<file path="src/rtl/lcd_frame_writer_if.sv">
// Control-side to LCD-writer bundle: display registers in, LCD pins and status out.
interface lcd_frame_writer_if;
    logic       start;
    logic [7:0] upper10;
    logic [7:0] upper01;
    logic [7:0] lower1000;
    logic [7:0] lower0100;
    logic [7:0] lower0010;
    logic [7:0] lower0001;
    logic       col;
    logic       point;
    logic       AVS;
    logic       DAY;
    logic       TIM;
    logic       MAX;
    logic       lcd_rs;
    logic       lcd_e;
    logic [7:0] lcd_data;
    logic       busy;
    logic       init_done;
    logic       done;

    modport master (
        output start, upper10, upper01, lower1000, lower0100, lower0010, lower0001,
               col, point, AVS, DAY, TIM, MAX,
        input  lcd_rs, lcd_e, lcd_data, busy, init_done, done
    );

    modport slave (
        input  start, upper10, upper01, lower1000, lower0100, lower0010, lower0001,
               col, point, AVS, DAY, TIM, MAX,
        output lcd_rs, lcd_e, lcd_data, busy, init_done, done
    );
endinterface

</file>
<file path="src/rtl/lcd_frame_writer.sv">
// HD44780-style 8-bit LCD writer: init sequence after reset, then one 14-byte frame
// per start request, with a per-byte SETUP/EHIGH/HOLD/GAP timing engine.
module lcd_frame_writer #(
    parameter int SETUP_CYC  = 1,
    parameter int E_CYC      = 2,
    parameter int HOLD_CYC   = 1,
    parameter int GAP_CYC    = 40,
    parameter int CLEAR_WAIT = 1600
) (
    input  logic              clock,
    input  logic              reset,
    lcd_frame_writer_if.slave bus
);
    function automatic int max2(input int a, input int b);
        return (a > b) ? a : b;
    endfunction

    localparam int MAXC = max2(max2(max2(SETUP_CYC, E_CYC), max2(HOLD_CYC, GAP_CYC)),
                               max2(CLEAR_WAIT, 1));
    localparam int CW   = $clog2(MAXC + 1);

    typedef enum logic [2:0] {
        S_INIT, S_IDLE, S_SETUP, S_EHIGH, S_HOLD, S_GAP, S_CLRW
    } state_t;

    state_t        state, state_n;
    logic [CW-1:0] cnt, cnt_n;
    logic [3:0]    idx, idx_n;
    logic          init_mode, init_mode_n;
    logic          pending, pending_n;
    logic          busy_n;
    logic          load_byte, launch, fin_frame, fin_init, byte_done, last_byte;
    logic          byte_rs;
    logic [7:0]    byte_data;

    logic          rs_q, e_q, done_q, init_done_q, busy_q;
    logic [7:0]    data_q;

    // frame snapshot, frozen for the whole frame
    logic [7:0]    snap_u10, snap_u01, snap_l1000, snap_l0100, snap_l0010, snap_l0001;
    logic          snap_col, snap_point, snap_avs, snap_day, snap_tim, snap_max;

    // next-state: phase counting per byte, byte sequencing, init/frame completion
    always_comb begin
        state_n     = state;
        cnt_n       = cnt;
        idx_n       = idx;
        init_mode_n = init_mode;
        pending_n   = pending;
        load_byte   = 1'b0;
        launch      = 1'b0;
        fin_frame   = 1'b0;
        fin_init    = 1'b0;
        byte_done   = 1'b0;
        last_byte   = init_mode ? (idx == 4'd3) : (idx == 4'd13);
        case (state)
            S_INIT: begin
                state_n   = S_SETUP;
                cnt_n     = '0;
                idx_n     = '0;
                load_byte = 1'b1;
            end
            S_IDLE: begin
                if (bus.start || pending) begin
                    launch      = 1'b1;
                    init_mode_n = 1'b0;
                    idx_n       = '0;
                    cnt_n       = '0;
                    state_n     = S_SETUP;
                    load_byte   = 1'b1;
                end
            end
            S_SETUP: begin
                if (cnt == CW'(SETUP_CYC - 1)) begin
                    state_n = S_EHIGH;
                    cnt_n   = '0;
                end else cnt_n = cnt + 1'b1;
            end
            S_EHIGH: begin
                if (cnt == CW'(E_CYC - 1)) begin
                    state_n = S_HOLD;
                    cnt_n   = '0;
                end else cnt_n = cnt + 1'b1;
            end
            S_HOLD: begin
                if (cnt == CW'(HOLD_CYC - 1)) begin
                    if (GAP_CYC == 0) byte_done = 1'b1;
                    else begin
                        state_n = S_GAP;
                        cnt_n   = '0;
                    end
                end else cnt_n = cnt + 1'b1;
            end
            S_GAP: begin
                if (cnt == CW'(GAP_CYC - 1)) byte_done = 1'b1;
                else cnt_n = cnt + 1'b1;
            end
            S_CLRW: begin
                if (cnt == CW'(CLEAR_WAIT - 1)) begin
                    state_n  = S_IDLE;
                    fin_init = 1'b1;
                end else cnt_n = cnt + 1'b1;
            end
            default: state_n = S_INIT;
        endcase

        if (byte_done) begin
            cnt_n = '0;
            if (!last_byte) begin
                idx_n     = idx + 4'd1;
                state_n   = S_SETUP;
                load_byte = 1'b1;
            end else if (init_mode && CLEAR_WAIT != 0) begin
                state_n = S_CLRW;
            end else begin
                state_n   = S_IDLE;
                fin_frame = !init_mode;
                fin_init  = init_mode;
            end
        end

        // start in IDLE always launches, so any other start is a restart request
        if (launch) pending_n = 1'b0;
        else if (bus.start) pending_n = 1'b1;

        busy_n = (state_n != S_IDLE) || pending_n;
    end

    // byte to place on the bus at the next SETUP entry
    always_comb begin
        byte_rs   = 1'b1;
        byte_data = 8'h20;
        if (init_mode_n) begin
            byte_rs = 1'b0;
            case (idx_n[1:0])
                2'd0:    byte_data = 8'h38;
                2'd1:    byte_data = 8'h0C;
                2'd2:    byte_data = 8'h06;
                default: byte_data = 8'h01;
            endcase
        end else begin
            case (idx_n)
                4'd0: begin
                    byte_rs   = 1'b0;
                    byte_data = 8'h80;
                end
                4'd1:  byte_data = snap_u10;
                4'd2:  byte_data = snap_u01;
                4'd4:  byte_data = snap_l1000;
                4'd5:  byte_data = snap_l0100;
                4'd6:  byte_data = snap_col ? 8'h3A : (snap_point ? 8'h2E : 8'h20);
                4'd7:  byte_data = snap_l0010;
                4'd8:  byte_data = snap_l0001;
                4'd10: byte_data = snap_day ? 8'h44 : 8'h2D;
                4'd11: byte_data = snap_avs ? 8'h41 : 8'h2D;
                4'd12: byte_data = snap_tim ? 8'h54 : 8'h2D;
                4'd13: byte_data = snap_max ? 8'h4D : 8'h2D;
                default: byte_data = 8'h20;
            endcase
        end
    end

    // state register and registered LCD/status outputs
    always_ff @(posedge clock) begin
        if (reset) begin
            state       <= S_INIT;
            cnt         <= '0;
            idx         <= '0;
            init_mode   <= 1'b1;
            pending     <= 1'b0;
            rs_q        <= 1'b0;
            e_q         <= 1'b0;
            data_q      <= 8'h00;
            done_q      <= 1'b0;
            init_done_q <= 1'b0;
            busy_q      <= 1'b1;
        end else begin
            state       <= state_n;
            cnt         <= cnt_n;
            idx         <= idx_n;
            init_mode   <= init_mode_n;
            pending     <= pending_n;
            e_q         <= (state_n == S_EHIGH);
            done_q      <= fin_frame;
            init_done_q <= init_done_q | fin_init;
            busy_q      <= busy_n;
            if (load_byte) begin
                rs_q   <= byte_rs;
                data_q <= byte_data;
            end
        end
    end

    // capture display registers in the launch cycle
    always_ff @(posedge clock) begin
        if (launch) begin
            snap_u10   <= bus.upper10;
            snap_u01   <= bus.upper01;
            snap_l1000 <= bus.lower1000;
            snap_l0100 <= bus.lower0100;
            snap_l0010 <= bus.lower0010;
            snap_l0001 <= bus.lower0001;
            snap_col   <= bus.col;
            snap_point <= bus.point;
            snap_avs   <= bus.AVS;
            snap_day   <= bus.DAY;
            snap_tim   <= bus.TIM;
            snap_max   <= bus.MAX;
        end
    end

    assign bus.lcd_rs    = rs_q;
    assign bus.lcd_e     = e_q;
    assign bus.lcd_data  = data_q;
    assign bus.busy      = busy_q;
    assign bus.init_done = init_done_q;
    assign bus.done      = done_q;
endmodule
</file>
<file path="src/flat_wrapper.sv">
// flat-port wrapper written by rule: the top's interface ports become plain ports
module lcd_frame_writer_flat 
#(
    parameter int SETUP_CYC  = 1,
    parameter int E_CYC      = 2,
    parameter int HOLD_CYC   = 1,
    parameter int GAP_CYC    = 40,
    parameter int CLEAR_WAIT = 1600
)
  (clock, reset, bus_start, bus_upper10, bus_upper01, bus_lower1000, bus_lower0100, bus_lower0010, bus_lower0001, bus_col, bus_point, bus_AVS, bus_DAY, bus_TIM, bus_MAX, bus_lcd_rs, bus_lcd_e, bus_lcd_data, bus_busy, bus_init_done, bus_done);
  lcd_frame_writer_if bus_i ();
  input  logic clock;
  input  logic reset;
  input wire logic [$bits(bus_i.start)-1:0] bus_start;
  input wire logic [$bits(bus_i.upper10)-1:0] bus_upper10;
  input wire logic [$bits(bus_i.upper01)-1:0] bus_upper01;
  input wire logic [$bits(bus_i.lower1000)-1:0] bus_lower1000;
  input wire logic [$bits(bus_i.lower0100)-1:0] bus_lower0100;
  input wire logic [$bits(bus_i.lower0010)-1:0] bus_lower0010;
  input wire logic [$bits(bus_i.lower0001)-1:0] bus_lower0001;
  input wire logic [$bits(bus_i.col)-1:0] bus_col;
  input wire logic [$bits(bus_i.point)-1:0] bus_point;
  input wire logic [$bits(bus_i.AVS)-1:0] bus_AVS;
  input wire logic [$bits(bus_i.DAY)-1:0] bus_DAY;
  input wire logic [$bits(bus_i.TIM)-1:0] bus_TIM;
  input wire logic [$bits(bus_i.MAX)-1:0] bus_MAX;
  output wire logic [$bits(bus_i.lcd_rs)-1:0] bus_lcd_rs;
  output wire logic [$bits(bus_i.lcd_e)-1:0] bus_lcd_e;
  output wire logic [$bits(bus_i.lcd_data)-1:0] bus_lcd_data;
  output wire logic [$bits(bus_i.busy)-1:0] bus_busy;
  output wire logic [$bits(bus_i.init_done)-1:0] bus_init_done;
  output wire logic [$bits(bus_i.done)-1:0] bus_done;
  assign bus_i.start = bus_start;
  assign bus_i.upper10 = bus_upper10;
  assign bus_i.upper01 = bus_upper01;
  assign bus_i.lower1000 = bus_lower1000;
  assign bus_i.lower0100 = bus_lower0100;
  assign bus_i.lower0010 = bus_lower0010;
  assign bus_i.lower0001 = bus_lower0001;
  assign bus_i.col = bus_col;
  assign bus_i.point = bus_point;
  assign bus_i.AVS = bus_AVS;
  assign bus_i.DAY = bus_DAY;
  assign bus_i.TIM = bus_TIM;
  assign bus_i.MAX = bus_MAX;
  assign bus_lcd_rs = bus_i.lcd_rs;
  assign bus_lcd_e = bus_i.lcd_e;
  assign bus_lcd_data = bus_i.lcd_data;
  assign bus_busy = bus_i.busy;
  assign bus_init_done = bus_i.init_done;
  assign bus_done = bus_i.done;
  lcd_frame_writer #(.SETUP_CYC(SETUP_CYC), .E_CYC(E_CYC), .HOLD_CYC(HOLD_CYC), .GAP_CYC(GAP_CYC), .CLEAR_WAIT(CLEAR_WAIT)) u_core (.clock(clock), .reset(reset), .bus(bus_i));
endmodule
</file>
<file path="config.mk">
export PLATFORM = sky130hd
export DESIGN_NAME = lcd_frame_writer_flat
export DESIGN_NICKNAME = d
export VERILOG_FILES = /design/src/rtl/lcd_frame_writer_if.sv /design/src/rtl/lcd_frame_writer.sv /design/src/flat_wrapper.sv
export SDC_FILE = /design/constraint.sdc
export NUM_CORES = 1
export LEC_CHECK = 0
export ABC_AREA = 1
export CAP_MARGIN = 30
export CORE_UTILIZATION = 47
export DETAILED_ROUTE_END_ITERATION = 8
export MAX_ROUTING_LAYER = met4
export PLACE_DENSITY = 0.7
export SETUP_SLACK_MARGIN = 0.15
export SLEW_MARGIN = 0
export SYNTH_ARGS = -nofsm -noshare
export SYNTH_HDL_FRONTEND = slang
export SYNTH_SLANG_ARGS = --single-unit
</file>
<file path="constraint.sdc">
create_clock -name clock -period 4.8 [get_ports clock]
set_input_delay 0.96 -clock clock [delete_from_list [all_inputs] [get_ports clock]]
set_output_delay 0.96 -clock clock [all_outputs]
set_load 0.05 [all_outputs]
</file>
# Word level (Yosys, flattened, before mapping)
# Cells that the tools add are included.
dict set report word_totals {
  regBits 87
  output_inout_bits 13
  word_cells 116
}
dict set report classes {
  n_addsub 2
  eq_ne 29
  mux 47
  bitwise 3
  n_reduce_logical 12
}
# operator n
set op_table {}
lappend op_table {{$pmux 8 s12} 1}
lappend op_table {{$pmux 11 s6} 1}
lappend op_table {{$mux 11} 5}
lappend op_table {{$mux 7} 4}
lappend op_table {{$eq 4x4->1 const B} 6}
lappend op_table {{$mux 3} 8}
lappend op_table {{$pmux 3 s7} 1}
lappend op_table {{$mux 1} 18}
lappend op_table {{$pmux 6 s3} 1}
lappend op_table {{$eq 4x3->1 const B} 4}
lappend op_table {{$mux 4} 4}
lappend op_table {{$mux 8} 2}
lappend op_table {{$add 11x1->11 const B} 1}
lappend op_table {{$eq 11x1->1 const B} 1}
lappend op_table {{$eq 11x11->1 const B} 1}
lappend op_table {{$eq 11x6->1 const B} 1}
lappend op_table {{$logic_not 11->1} 1}
lappend op_table {{$eq 3x2->1 const B} 3}
lappend op_table {{$eq 3x3->1 const B} 3}
lappend op_table {{$eq 4x2->1 const B} 2}
lappend op_table {{$pmux 4 s2} 1}
lappend op_table {{$reduce_bool 6->1} 1}
lappend op_table {{$add 4x1->4 const B} 1}
lappend op_table {{$eq 4x1->1 const B} 1}
lappend op_table {{17 further kinds} 21}

# Longest topological paths before layout
# Gate-level depths: netlist (run 1).
dict set report depth {
  word_depth 8
  ltp_mapped 21
  ltp_nobuf 20
}

# Least setup slack after synthesis (run 1)
# Ideal clock, no wire load.
dict set report synth_timing {
  kind {input port to flip-flop}
  start {input port bus_start}
  end {register u_core.data_q[6] (netlist: u_core.bus.lcd_data[6])}
  setup_ps 68
  arrival_ps 4471
  t_required_ps 4732
  slack_ps 261
  path_stages 10
  n_path_buf 0
  path_cell_list {inv_1 -> nand2_1 -> inv_1 -> nor2_1 -> nor2_1 -> clkinv_1 -> nand2_1 -> nor2_2 -> nand2_1 -> a21oi_2}
}
dict set report synth_between {
  elab_chain_cells 8
  word_cells_on_any_way 25
  cone_classes {11 x eq/ne; 12 x mux; 2 x reduce/logical}
}
# item line_no
set synth_rtl {}
lappend synth_rtl {{start, declared} flat_wrapper.sv:14} ;# input wire logic [$bits(bus_i.start)-1:0] bus_start;
lappend synth_rtl {{$logic_or 1x1->1 *} lcd_frame_writer.sv:64} ;# if (bus.start || pending) begin
lappend synth_rtl {{$mux 4} lcd_frame_writer.sv:64}
lappend synth_rtl {{$pmux 4 s2} lcd_frame_writer.sv:56} ;# case (state)
lappend synth_rtl {{$mux 4} lcd_frame_writer.sv:109} ;# if (!last_byte) begin
lappend synth_rtl {{$mux 4} lcd_frame_writer.sv:107} ;# if (byte_done) begin
lappend synth_rtl {{$eq 4x4->1 (tied with other cells)} lcd_frame_writer.sv:142} ;# case (idx_n)
lappend synth_rtl {{$pmux 8 s12} lcd_frame_writer.sv:142}
lappend synth_rtl {{$mux 8} lcd_frame_writer.sv:133} ;# if (init_mode_n) begin
lappend synth_rtl {{end signal, assigned} lcd_frame_writer.sv:189} ;# data_q <= byte_data;
lappend synth_rtl {{end, declared} lcd_frame_writer.sv:37} ;# logic [7:0] data_q;
# Every way passes the cells marked *; elsewhere a longest branch is shown, timed or not.
# A chain may end at the register's enable or synchronous reset.

# Worst setup path in the final report (run 1)
dict set report layout_timing {
  start {input port bus_start}
  end {register u_core.data_q[2] (netlist: u_core.bus.lcd_data[2])}
}
dict set report layout_between {
  elab_chain_cells 8
  word_cells_on_any_way 29
  cone_classes {13 x eq/ne; 13 x mux; 3 x reduce/logical}
}
# item line_no
set layout_rtl {}
lappend layout_rtl {{$logic_or 1x1->1 *} lcd_frame_writer.sv:64}
lappend layout_rtl {{$mux 4 *} lcd_frame_writer.sv:64}
lappend layout_rtl {{$pmux 4 s2 *} lcd_frame_writer.sv:56}
lappend layout_rtl {{$mux 4} lcd_frame_writer.sv:109}
lappend layout_rtl {{$mux 4 *} lcd_frame_writer.sv:107}
lappend layout_rtl {{via u_core.idx_n[1]} lcd_frame_writer.sv:28} ;# logic [3:0] idx, idx_n;
lappend layout_rtl {{$eq 4x4->1 (tied with other cells)} lcd_frame_writer.sv:142}
lappend layout_rtl {{$pmux 8 s12 or $pmux 6 s3 (tied branches)} {lcd_frame_writer.sv:142, lcd_frame_writer.sv:135}}
lappend layout_rtl {{$mux 8 *} lcd_frame_writer.sv:133}
# The timed path passes the listed nets; every way through them passes the cells marked *.

==> metrics, run 1 <==
Critical R2R Launch u_core.cnt[0]$_SDFFE_PP0P_; min-delay worst type flop to flop; initial antenna violation count 0; crit end category flop; total CTS buffers 9; Placeable Area 8760 µm²; postcts setup bufs 0; data required time of the worst path 5100 ps; Yosys Warn Count 0; Initial Util 49.0%; Net Count, Synth 533; fin area 5290 µm²; asr flop ratio synth 0%; Buf+Inv Stages, Crit Path 6; hold_buf cts 0; H-tree Lvls 3; RSZ-0062 raised after global routing no; Detailed Route WL 9660 µm; CP max FO 11; peak supply drop between 0.15 and 0.2 mV; largest net degree at the start of global routing 56; std cell rows 34; Leakage 2.09 nW; Die X 97.6 µm; final critical-path share of the clock period 81.4%; reg2reg setup slack between 1000 and 1500 ps; crit-path max cell delay 480 ps; setup violators final 0; antenna viol nets, final 0; synth top area cells edfxtp_1 (38%), dfxtp_1 (15%), nand2_1 (8.9%); DR pass1 iterations 5; All-Layer GR Usage 21.6%; initial drt markers 167; Worst path top cell family by delay simple AND/OR/NAND/NOR gates; vias in the first global route 3,293; synth-to-layout area growth 23.1%; Final Hold Viols 0; placed cell area 5100 µm²; Max Fclk 256 MHz; Port-buffer cells 69; CTS clk-pin slew, worst paths 100 ps; crit path to u_core.bus.lcd_data[2]$_SDFFE_PP0P_; most used cell, CP inv_1; final hold slack 453 ps; #FFs+latches synth slightly below 90; Synth top area share 37.8%; chip height between 90 and 100 µm; post-synthesis cell type count 43; critical path data arrival time roughly 4200 ps; Rel. slew slack 52.1%; CP Depth 17; Tightest Pin Transition 716 ps; Inserted Diodes 0; dominant synthesized flop cell edfxtp_1; CP Launch Type input pin; Wirelength per Cell 14.7 µm; Layout Nets 610; maxcap violations 0; cells after synthesis 465; final HPWL from detailed placement 7440 µm; most frequent cells in the layout nand2_1 (102), clkdlybuf4s50_1 (69), nor2_1 (58), edfxtp_1 (54), inv_1 (45); pwr dens roughly 290 nW/µm²; worst hold start u_core.bus.init_done$_SDFF_PP0_; sequential share of the synthesized area 53.2%; Sink Count 87; status complete, no violations; worst reg2reg path endpoint u_core.bus.lcd_data[2]$_SDFFE_PP0P_; clock buffer depth 2; drt drc 0; CTS-repair resized insts 0; via count between 3,000 and 4,000; # IOs 70; clk_skew 10.3 ps; remaining global-route overflow 0; clock period minus worst slack between 3000 and 4000 ps; worst-skew pair later-pin latency 360 ps; Slew Viols, Final 0; Post-synth EDFFs 54; crit-path cells clkdlybuf4s50_1 > inv_1 > nand2_1 > inv_1 > a21oi_1 > nor2_1 > buf_4 > inv_1 > o21ai_0 > ha_1 > inv_1 > nor3_2 > nand2_1 > and3_1 > nand3_1 > nand2_1 > a21oi_2; Post-Route Setup TNS 0 ps; critical path type input pin to flop; share of cells above drive strength 1 11.9%; Vias/cell slightly above 5; CP max stage cell o21ai_0; GPL Wtd Cong 0.878; largest area contributor in the synthesized netlist edfxtp_1; Reg2Reg Depth 19; Die Area approximately 9500 µm²; most common cell after layout, fill and taps aside nand2_1; Post-Syn Area 4290 µm²; CTS tree built; clk root buf clkbuf_8; Worst setup startpoint bus_start; synthesized area per cell 9.23 µm²; first-pass GRT wire length 15,600 µm
per-layer routing:
| metal | wire length, µm | track usage (%) |
|---|---|---|
| met1 | 4370 | 28.2 |
| met2 | 4520 | 33.3 |
| met3 | 484 | 3.24 |
| met4 | 274 | 9.73 |
| met5 | 0 | - |
worst reg2reg max path: cells and delay by family, from the launching register on:
family | cells | cell delay, ps
buf+inv | 4 | 460
simple gates | 11 | 1360
compound gates | 2 | 600
fa+ha+maj | 2 | 680
flops | 1 | 360
flip-flops by register name, indices dropped and copies added, names as in the netlist, 3 cells and up:
name	cells
u_core.bus.lcd_data	8
u_core.cnt	11
u_core.idx	4
u_core.snap_l0001	8
u_core.snap_l0010	8
u_core.snap_l0100	8
u_core.snap_l1000	8
u_core.snap_u01	8
u_core.snap_u10	8
u_core.state	3
where the power goes:
part | switching (mW) | internal [mW]
registers | 0.0205 | 0.838
clock network | 0.288 | 0.197
logic | 0.111 | 0.0776
Yosys cell counts, types with 7 or more instances:
library cell and number:
ha_1 11, nand4_1 11, nor2_1 59, o21ai_0 15, a21oi_1 20, nor2_4 7, nand3_1 27, inv_2 7
nor3_1 12, inv_1 45, edfxtp_1 54, dfxtp_1 33, nand2_1 102
worst min-delay path by stage:
| stage | slack, ps | depth (start not counted) | endpoint |
|---|---|---|---|
| 5_1_grt | 500 | 2 | u_core.bus.init_done$_SDFF_PP0_ |
| 3_5_place_dp | 440 | 2 | u_core.bus.init_done$_SDFF_PP0_ |
| 2_1_floorplan | 440 | 1 | u_core.bus.done$_SDFF_PP0_ |
| 3_3_place_gp | 440 | 2 | u_core.bus.init_done$_SDFF_PP0_ |
| 4_1_cts | 450 | 2 | u_core.bus.init_done$_SDFF_PP0_ |
| 6_report | 450 | 2 | u_core.bus.init_done$_SDFF_PP0_ |
cells by family (layout without fill, tap and decap cells):
| kind of cell | count (synthesis) | after routing | share of synthesized area, % |
|---|---|---|---|
| and+or+nand+nor | 248 | 248 | 29.6 |
| buffers and inverters | 61 | 143 | 6.06 |
| DFF | 87 | 87 | 53.2 |
| AOI/OAI and AO/OA | 56 | 56 | 7.55 |
| xor gates and xnor gates | 2 | 2 | 0.408 |
| adders and majority gates | 11 | 11 | 3.21 |
metrics by stage:
stage / util [%] / total power, mW / cells / setup WS (ps)
CTS: 60.3 / 1.54 / 655 / 904
finish: 60.3 / 1.53 / 655 / 895
detailed placement: 58.2 / 1.06 / 639 / 543
floorplan: - / 0.971 / 465 / 261
global placement: 58.2 / 1.06 / 639 / 710
global route: 60.3 / 1.60 / 655 / 452
area by class of cell:
type	count	area (µm²)
flip-flops and latches	87	2280
well taps	108	135
clock buffers	9	124
clock inverters	7	60.1
fillers	777	3480
multi-input cells	317	1760
inverters	56	221
repair buffers	71	706
(Power assumes the default switching activity.)
==> run 2, diff against run 1 <==
- clock period: 4.8 -> 3.5 ns (I/O delays scaled with it)
==> run 2 against run 1 <==
Compared with the run above:
- combinational power grew 38%
- cell area up 0.38%
- count of clock-buffer cells in the layout increased by 1
- clock skew shrank 1.1 ps
- critical path type unchanged
- worst setup slack worse by 430 ps
- sequential power grew 38%
- cell count increased by 0.46%
==> metrics, run 2 (same netlist as run 1, synthesis figures left out) <==
status complete, no violations; Placeable Area 8760 µm²; All-Layer GR Usage between 20% and 30%; critical path data arrival time 3320 ps; crit end category flop; final critical-path share of the clock period ~87%; Setup WS pre-CTS -41.5 ps; final HPWL from detailed placement 7120 µm; GPL Wtd Cong 0.975; Die X 97.6 µm; Inserted Diodes 0; Vias/cell 5.12; pwr dens around 400 nW/µm²; clock period minus worst slack 3030 ps; CTS tree built; via count 3,372; Layout Nets 613; most frequent cells in the layout nand2_1 (102), clkdlybuf4s50_1 (69), nor2_1 (58), edfxtp_1 (54), inv_1 (44); setup violators final 0; clock buffer depth 2; clk_skew just over 9 ps; largest net degree at the start of global routing 56; Placed Cells 642; remaining global-route overflow 0; final hold slack 456 ps; DR pass1 iterations 4; min-delay worst type flop to flop; total CTS buffers 9; std cell rows 34; GR peak layer met2; clk root buf clkbuf_8; Wirelength per Cell between 10 and 15 µm; postcts setup bufs 0; fillcell total 769; synth-to-layout area growth 23.6%; Tightest Pin Transition ~700 ps; # IOs 70; initial drt markers 205; Slew Viols, Final 0; first-pass GRT wire length 15,100 µm; max reg flops 11; critical path type input pin to flop; initial antenna violation count 0; share of cells above drive strength 1 12.9%; Die Area approximately 9500 µm²; vias in the first global route 3,197; Rel. slew slack 53.4%; drt drc 0; Leakage 2.10 nW; M1 GR Usage 26.6%; CP Launch Type input pin; Final Hold Viols 0; final worst setup slack ~470 ps; worst-skew pair later-pin latency 350 ps; placed cell area 5120 µm²; Max Fclk 330 MHz; CTS clk-pin slew, worst paths about 90 ps; Port-buffer cells 69; antenna viol nets, final 0; GR Util met3 3.67%; H-tree Lvls 3; chip height between 90 and 100 µm; hold_buf cts 0; Sink Count between 80 and 90; Largest Register u_core.cnt; CP max FO 10; Initial Util 49.0%; most common cell after layout, fill and taps aside nand2_1; post-layout util about 61%; peak supply drop 0.211 mV; Final Non-Filler Cells 658; data required time of the worst path 3790 ps; fin area between 5000 and 6000 µm²; Detailed Route WL 9280 µm; RSZ-0062 raised after global routing no; maxcap violations 0; met2 Resource Use GR between 30 and 40%
## run 2: changes by cell type in the layout (fill, tap and decap cells not counted), sizes merged
cell | before | now
clkbuf | 9 | 10
inv | 58 | 55
clkinvlp | 3 | 4
buf | 2 | 5
clkinv | 2 | 3
## run 2: final timing paths
path,from,end,slack [ps],cells after the start
setup reg to reg,u_core.cnt[0]$_SDFFE_PP0P_,u_core.bus.lcd_data[2]$_SDFFE_PP0P_,480,21
setup / recovery,bus_start,u_core.bus.lcd_data[2]$_SDFFE_PP0P_,470,19
hold reg to reg,u_core.bus.init_done$_SDFF_PP0_,u_core.bus.init_done$_SDFF_PP0_,460,2
hold / removal,u_core.bus.init_done$_SDFF_PP0_,u_core.bus.init_done$_SDFF_PP0_,460,2
## run 2: critical path: stages
cell and delay (ps):
clkdlybuf4s50_1 450, inv_1 40, nand2_1 100, inv_1 100
a21oi_2 190, nor2_1 80, buf_4 170, nand2_1 60
nand2_1 100, inv_1 160, ha_2 300, inv_1 70
nor3_2 170, buf_4 180, nand2_1 50, and3_1 150
nand3_1 60, nand2_1 60, a21oi_2 100
## run 2: final cells by class
type,count,area [µm²],share of cell area (%)
clock inverters,6,45.0,0.849
inverters,56,221,4.17
flip-flops and latches,87,2280,43.0
clock buffers,10,128,2.41
repair buffers,74,728,13.7
multi-input cells,317,1770,33.3
well taps,108,135,2.55
## run 2: metrics by stage
stage / setup TNS (ps) / total power, mW
6_report: 0 / 2.07
3_5_place_dp: -77.4 / 1.46
3_3_place_gp: 0 / 1.46
2_1_floorplan: 0 / 1.33
4_1_cts: 0 / 2.08
5_1_grt: 0 / 2.15
## run 2: what timing repair did
item / 4_1_cts / 5_1_grt
endpoints found under the hold margin: 0 / 0
resized for setup: 0 / 5
setup endpoints to repair: 0 / 6
## run 2: layer usage
layer | vias to the layer above | share of wire, %
li1 | 1715 | -
met1 | 1551 | 45
met2 | 96 | 48
met3 | 10 | 4.7
met4 | 0 | 1.6
met5 | - | 0
## run 2: power breakdown
group | internal (mW) | total [mW] | switching, mW
registers | 1.15 | 1.18 | 0.0271
logic | 0.109 | 0.261 | 0.151
clock network | 0.260 | 0.629 | 0.369
==> run 3, diff against run 2 <==
- CORE_ASPECT_RATIO: default -> 0.5
- clock period: 3.5 -> 2.6 ns (I/O delays scaled with it)
==> run 3 against run 2 <==
Compared with the run above:
- combinational power is 51% higher
- sequential power is 34% higher
- critical path depth did not move
- core utilization up 8.5 points
- via count rose by 6.3%
- cell count up 8.2%
- register-to-register slack worse by 310 ps
- critical path type unchanged
- critical endpoint is now u_core.bus.lcd_data[7]$_SDFFE_PP0P_
- largest cell class unchanged
- highest routed layer unchanged
==> metrics, run 3 (same netlist as run 1, synthesis figures left out) <==
status complete, no violations; synth-to-layout area growth 41.0%; Setup WS pre-CTS -331 ps; Slew Viols, Final 0; Initial Util 48.9%; placed cell area 5470 µm²; clock period minus worst slack 2450 ps; RSZ-0062 raised after global routing yes; clk root buf clkbuf_16; Placeable Area 8770 µm²; data required time of the worst path 2820 ps; pwr dens around 550 nW/µm²; maxcap violations 0; clock buffer depth 2; DR pass1 iterations 5; Layout Nets 658; # IOs 70; hold_buf cts 0; CTS tree built; Tightest Pin Transition about 500 ps; remaining global-route overflow 0; Largest Register u_core.cnt; chip height 69.6 µm; final critical-path share of the clock period 94.1%; H-tree Lvls 3; Rel. slew slack 66.6%; Wirelength per Cell 13.9 µm; Sink Count 87; Port-buffer cells 69; crit end category flop; All-Layer GR Usage 23.2%; final worst setup slack about 150 ps; Die X about 140 µm; largest net degree at the start of global routing 56; post-layout util 69.0%; initial antenna violation count 0; max reg flops 11; initial drt markers ~190; total CTS buffers 9; most common cell after layout, fill and taps aside nand2_1; clk_skew 6.50 ps; Die Area 9540 µm²; GPL Wtd Cong 0.897; CTS clk-pin slew, worst paths 70 ps; critical path data arrival time 2670 ps; std cell rows 24; Max Fclk 409 MHz; via count ~3,600; vias in the first global route ~3,500; Leakage 2.45 nW; Vias/cell 5.03; fin area 6050 µm²; critical path type input pin to flop; Final Hold Viols 0; final hold slack 450 ps; antenna viol nets, final 0; CP max FO 4; setup violators final 0; share of cells above drive strength 1 26.4%; CP Launch Type input pin; final HPWL from detailed placement 7260 µm; Detailed Route WL 9870 µm; Inserted Diodes 0; drt drc 0; min-delay worst type flop to flop; peak supply drop about 0.37 mV; first-pass GRT wire length 16,100 µm; worst-skew pair later-pin latency 350 ps; most frequent cells in the layout nand2_1 (95), clkdlybuf4s50_1 (69), edfxtp_1 (54), nor2_1 (53), buf_4 (45)
[run 3: cell count changes in the layout (fill, tap and decap cells not counted), sizes merged]
cell	before	now
inv	55	57
clkinvlp	4	1
buf	5	50
clkinv	3	4
bufinv	0	1
clkbuf	10	9
[run 3: worst max-delay path, stage by stage]
cell and delay (ps):
clkdlybuf4s50_1 400, inv_1 50, nand2_1 70, inv_2 90, a21oi_4 70, nor2_4 130, inv_2 60, o21ai_4 180
inv_2 80, ha_4 180, buf_4 140, o31ai_2 180, nand2_1 80, nor2_1 100, nand2_1 90, nand2_2 90
nor2_2 50, nand2_1 70, a21oi_2 50
[run 3: final timing paths]
path	endpoint	slack (ps)	from	depth (start not counted)
worst max-delay path	u_core.bus.lcd_data[7]$_SDFFE_PP0P_	150	bus_start	19
worst min-delay path	u_core.bus.init_done$_SDFF_PP0_	450	u_core.bus.init_done$_SDFF_PP0_	2
worst max register to register	u_core.bus.lcd_data[7]$_SDFFE_PP0P_	170	u_core.cnt[0]$_SDFFE_PP0P_	20
worst min register to register	u_core.bus.init_done$_SDFF_PP0_	450	u_core.bus.init_done$_SDFF_PP0_	2
[run 3: cell type report]
cell class | instances | area [µm²]
inverter | 56 | 228
multi-input combinational | 317 | 1950
sequential | 87 | 2290
clock inverter | 7 | 97.6
fill | 705 | 2720
timing repair buffer | 119 | 1110
tap | 117 | 146
clock buffer | 9 | 225
[run 3: where the power goes]
group	internal [mW]	leakage [nW]	switching, mW
Sequential	1.55	0.761	0.0316
Combinational	0.170	1.53	0.223
Clock	0.778	0.159	0.588
Total	2.50	2.45	0.842
[run 3: repair_timing]
action	4_1_cts	5_1_grt
endpoints found under the hold margin	0	0
pin swaps	14	16
buffers inserted	6	6
gates resized for setup	18	29
endpoints found under the setup margin	10	20
[run 3: stage by stage]
step                setup TNS [ps]  cells  total power, mW
global route                 -1.41    712             3.46
finish                           0    712             3.34
global placement             -1970    684             1.98
detailed placement           -2390    684             1.99
CTS                              0    706             3.37
floorplan                        0    465             1.79
[run 3: routing by layer]
layer	global-route usage [%]	vias up	routed length [µm]
li1	-	1810	-
met1	29.4	1645	4490
met2	36.0	110	4680
met3	6.07	19	527
met4	8.30	0	166
met5	-	-	0
